==> src/rtl/cp0_pkg.sv <==
// Shared CP0 definitions: register numbers, SR/Cause field positions,
// exception codes and the exception handler address.
package cp0_pkg;

    localparam logic [4:0] CP0_SR    = 5'd12;
    localparam logic [4:0] CP0_CAUSE = 5'd13;
    localparam logic [4:0] CP0_EPC   = 5'd14;
    localparam logic [4:0] CP0_PRID  = 5'd15;

    localparam int unsigned SR_IE          = 0;
    localparam int unsigned SR_EXL         = 1;
    localparam int unsigned SR_IM_LO       = 10;
    localparam int unsigned CAUSE_EXC_LO   = 2;
    localparam int unsigned CAUSE_IP_LO    = 10;
    localparam int unsigned CAUSE_BD       = 31;

    typedef enum logic [4:0] {
        EXC_INT  = 5'd0,
        EXC_ADEL = 5'd4,
        EXC_ADES = 5'd5,
        EXC_RI   = 5'd10,
        EXC_OV   = 5'd12
    } exc_code_t;

    localparam logic [31:0] HANDLER_ADDR = 32'h0000_4180;

endpackage

==> src/rtl/cp0_exc_ctrl.sv <==
// M-stage coprocessor-0: SR/Cause/EPC/PRId, interrupt and exception
// detection, and the combinational flush/redirect request.
module cp0_exc_ctrl
    import cp0_pkg::*;
#(
    parameter logic [31:0] PRID     = 32'h2020_0000,
    parameter int unsigned HW_INT_W = 6
) (
    input  logic                clk,
    input  logic                reset,
    input  logic [31:0]         pc_m,
    input  logic [4:0]          exc_code_m,
    input  logic                bd_m,
    input  logic [HW_INT_W-1:0] hw_int,
    input  logic                we,
    input  logic [4:0]          addr,
    input  logic [31:0]         din,
    input  logic                eret_m,
    output logic [31:0]         dout,
    output logic [31:0]         epc,
    output logic                req
);

    logic [HW_INT_W-1:0] im;
    logic                exl;
    logic                ie;
    logic                bd;
    logic [HW_INT_W-1:0] ip;
    logic [4:0]          exc_code;
    logic [31:2]         epc_hi;

    logic        int_pend;
    logic        exc_pend;
    logic [31:2] epc_next;
    logic [31:0] sr_rd;
    logic [31:0] cause_rd;
    logic        unused_pc_bits;

    assign int_pend = (|(hw_int & im)) & ie & ~exl;
    assign exc_pend = (exc_code_m != 5'd0) & ~exl;
    assign req      = int_pend | exc_pend;

    // Word-aligned EPC: (pc - 4)[31:2] equals pc[31:2] - 1 modulo 2^30.
    assign epc_next       = bd_m ? (pc_m[31:2] - 30'd1) : pc_m[31:2];
    assign unused_pc_bits = ^pc_m[1:0];
    assign epc            = {epc_hi, 2'b00};

    always_ff @(posedge clk) begin
        if (reset) begin
            im       <= '0;
            exl      <= 1'b0;
            ie       <= 1'b0;
            bd       <= 1'b0;
            ip       <= '0;
            exc_code <= '0;
            epc_hi   <= '0;
        end else begin
            ip <= hw_int;
            if (req) begin
                exl      <= 1'b1;
                bd       <= bd_m;
                exc_code <= int_pend ? EXC_INT : exc_code_m;
                epc_hi   <= epc_next;
            end else if (we) begin
                case (addr)
                    CP0_SR: begin
                        im  <= din[SR_IM_LO +: HW_INT_W];
                        exl <= din[SR_EXL];
                        ie  <= din[SR_IE];
                    end
                    CP0_EPC: epc_hi <= din[31:2];
                    default: ;
                endcase
            end else if (eret_m) begin
                exl <= 1'b0;
            end
        end
    end

    always_comb begin
        sr_rd                          = '0;
        sr_rd[SR_IM_LO +: HW_INT_W]    = im;
        sr_rd[SR_EXL]                  = exl;
        sr_rd[SR_IE]                   = ie;
        cause_rd                       = '0;
        cause_rd[CAUSE_BD]             = bd;
        cause_rd[CAUSE_IP_LO +: HW_INT_W] = ip;
        cause_rd[CAUSE_EXC_LO +: 5]    = exc_code;
    end

    always_comb begin
        dout = '0;
        case (addr)
            CP0_SR:    dout = sr_rd;
            CP0_CAUSE: dout = cause_rd;
            CP0_EPC:   dout = epc;
            CP0_PRID:  dout = PRID;
            default:   dout = '0;
        endcase
    end

endmodule

==> config.mk <==
export PLATFORM = sky130hd
export DESIGN_NAME = cp0_exc_ctrl
export DESIGN_NICKNAME = d
export VERILOG_FILES = /design/src/rtl/cp0_pkg.sv /design/src/rtl/cp0_exc_ctrl.sv
export SDC_FILE = /design/constraint.sdc
export NUM_CORES = 1
export LEC_CHECK = 0
export CAP_MARGIN = 15
export CORE_AREA = 2 2 86 88
export CTS_BUF_LIST = sky130_fd_sc_hd__clkbuf_16
export DETAILED_ROUTE_END_ITERATION = 10
export DIE_AREA = 0 0 88 90
export PLACE_DENSITY_LB_ADDON = 0.3
export SLEW_MARGIN = 10
export SYNTH_ARGS = -nofsm -noshare
export SYNTH_HDL_FRONTEND = slang
export SYNTH_SLANG_ARGS = --single-unit
==> constraint.sdc <==
create_clock -name clk -period 3.29 [get_ports clk]
set_input_delay 0.4935 -clock clk [delete_from_list [all_inputs] [get_ports clk]]
set_output_delay 0.4935 -clock clk [all_outputs]
set_load 0.1 [all_outputs]
==> impl_results.md <==
* Status: complete, no violations
* Setup violators final at 0
* Number of diodes at 0
* Core area at 7020 um2
* Synthesis Warnings at 0
* Pwr Total at 1.899 mW
* Synthesized area at 3007 um2
* # placed instances at 577
* Fillers at 560
* Critical path required time at 2.80 ns
* Clock skew at 0.009141 ns
* Starting Density at 42.83%
* FF/Latch Area at 1001 um2
* Placed instance area at 4845 um2
* Largest stage delay, worst path at 0.50 ns
* Vias in the first global route at 3177
* Slew @ Worst Pin at 0.9980 ns
* Logic pwr share at 36.4%
* Post-Route WL at 9.318 mm
* Final Slew Violations at 0
* Max IR drop VDD at 0.2304 mV
* Placer Congestion at 0.8472
* Post-layout minimum cycle time at 2.786 ns
* Die Wd at 88 um
* Area of the multi-input gates at 1854 um2
* Netlist cell types at 43
* Area delta synth->final at 66.08%
* Hold Violations, Final at 0
* Post-route cell area at 4994 um2
* I/O pin cnt at 150
* Global-route wire length before repair at 15.17 mm
* Synthesized instance count at 350
* CTS buffer count at 5
* Avg Inst Size Synth at 8.590 um2
* Delay-heaviest family, CP: buffers and inverters
* Seq cells post-synth at 50
* CP max-delay cell: a31oi_1
* Seq pwr share at 36.1%
* Cts hold-fix bufs at 0
* Net count reported at finish at 571
* Postcts setup bufs at 0
* Arrival time at the worst endpoint at 2.29 ns
* Maxcap violations at 0
* DR pass1 iterations at 5
* WS Path Type: in2out
* Post-DRT Antenna Nets at 0
* Clock transition at the registers of the reported paths at 0.07 ns
* Clk network pwr share at 27.5%
* Dpl hpwl at 7.040 mm
* Fin util at 71.13%
* Crit-path cells: clkdlybuf4s50_1 > a22oi_1 > a31oi_1 > o31ai_2 > inv_2 > buf_12
* Place WS at 0.5003 ns
* # rows at 31
* GRT Resource Usage Total at 23.81%
* Type of element launching the critical path: input port
* Total gr overflow at 0
* Drt drc at 0
* Hold Crit Class: reg2reg
* Depth of the CTS H-tree at 2
* CTS Sinks at 50
* Number of I/O port buffers at 145
* PD cells at 380.2 nW/um2
* Share of flip-flops with an asynchronous set or reset at 0%
* P_int at 1.175 mW
* Post-synth EDFFs at 0
* Die Y at 90 um
* Clock Latency Late Sink at 0.29 ns
* Seq/Total Area, Yosys at 33.29%
* Most frequent cells in the layout: clkdlybuf4s50_1 (110), dfxtp_1 (50), a211oi_1 (49), nor2_1 (31), buf_12 (31)
* PnR worst setup slack at 0.5043 ns
* Most common cell after layout, fill and taps aside: clkdlybuf4s50_1
* Sw Share at 38.09%
* Post-route clock period utilization at 84.67%
* Worst Hold Slack at 0.4603 ns
* Leakage at 1.779 nW
* RSZ-0062 raised after global routing: false
* Initial antenna violation count at 0
* Max_slew headroom at 33.26%
* Setup TNS at 0 ns
* Drt wl/cell at 15.93 um
* Crit end category: primary output
* NetSw at 0.7231 mW
* Total number of vias at 3125
* Worst Path Max Fanout at 19
* Vias per cell at 5.342
* Critical path buffers and inverters at 3
* Layout cells sized above 1 at 13.99%
* Largest net degree at the start of global routing at 54
* CTS Buffer Depth at 2
* Initial DRC Count at 179
* Fin cells at 585
* Die Area at 7920 um2
* Cts repair resizes at 0
* CTS tree: built
* Top FF cell, synth: dfxtp_1
* Fmax at 0.3590 GHz
* Clock root cell: clkbuf_16
## synthesized netlist by cell type, types with 2 or more instances
cell type / count / area, um2
xnor2_1: 20 / 175.2
clkbuf_1: 20 / 75.07
or4_1: 2 / 15.01
nor2b_1: 30 / 187.7
and2_1: 16 / 100.1
dfxtp_1: 50 / 1001
a211oi_2: 3 / 37.54
nor4_2: 4 / 50.05
inv_1: 10 / 37.54
nor4_1: 5 / 31.28
nand3_1: 2 / 10.01
a22oi_1: 5 / 37.54
mux2i_1: 15 / 150.1
or4_4: 2 / 22.52
nor2_1: 32 / 120.1
buf_4: 2 / 15.01
a311oi_1: 2 / 17.52
xor2_1: 8 / 70.07
a211oi_1: 49 / 367.9
a21oi_1: 6 / 30.03
o31ai_1: 2 / 15.01
nor3b_1: 5 / 37.54
a222oi_1: 6 / 60.06
nand2_1: 8 / 30.03
nand3b_1: 2 / 15.01
nand4_1: 2 / 12.51
buf_2: 5 / 25.02
or3_1: 7 / 43.79
nor3_1: 11 / 55.05
a22o_1: 6 / 52.55
## layout make-up
cell class              instances  share of cell area [%]
clock inverters                 3                  0.4761
multi-input cells             262                   37.13
well taps                      99                   2.481
inverters                      11                  0.8269
clock buffers                   5                   2.506
repair buffers                155                   36.53
flip-flops and latches         50                   20.05
## routing by layer
layer / wire, um / global-route usage (%) / vias to the layer above / share of wire [%]
met4: 155 / 6.795 / 0 / 1.7
met2: 4656 / 40.59 / 119 / 50
li1: - / - / 1542 / -
met3: 735 / 4.775 / 12 / 7.9
met5: 0 / 0 / - / 0
met1: 3770 / 29.94 / 1452 / 40
## registers in the layout, summed over array words and instances (netlist names)
name	count
bd	1
epc_hi	30
exc_code	5
exl	1
ie	1
im	6
ip	6
## tightest hold or removal path: stages, from the launching register on
cell and delay (ns):
dfxtp_1 0.32, nand2_1 0.05, a21oi_1 0.05
## power groups by stage
stage | logic, mW | registers [mW] | clock network [mW]
6_report | 0.690 | 0.685 | 0.523
5_1_grt | 0.723 | 0.692 | 0.558
4_1_cts | 0.692 | 0.686 | 0.532
3_5_place_dp | 0.690 | 0.699 | 0
3_3_place_gp | 0.681 | 0.697 | 0
2_1_floorplan | 0.197 | 0.944 | 0
## worst paths after layout
path | to | startpoint | cells past startpoint | slack [ns]
setup / recovery | req | hw_int[1] | 6 | 0.50
hold / removal | exc_code[2] | exc_code[2] | 2 | 0.46
setup reg to reg | epc_hi[18] | im[1] | 7 | 1.17
hold reg to reg | exc_code[2] | exc_code[2] | 2 | 0.46
## logic make-up after synthesis
logic type,share of synthesized area (%)
simple gates,26.22
compound gates,21.22
flops,33.29
buf+inv,5.576
xor+xnor,8.157
mux,4.994
fa+ha+maj,0.4161
other cells,0.1247
Note: power is estimated with default switching activity, not from simulation.
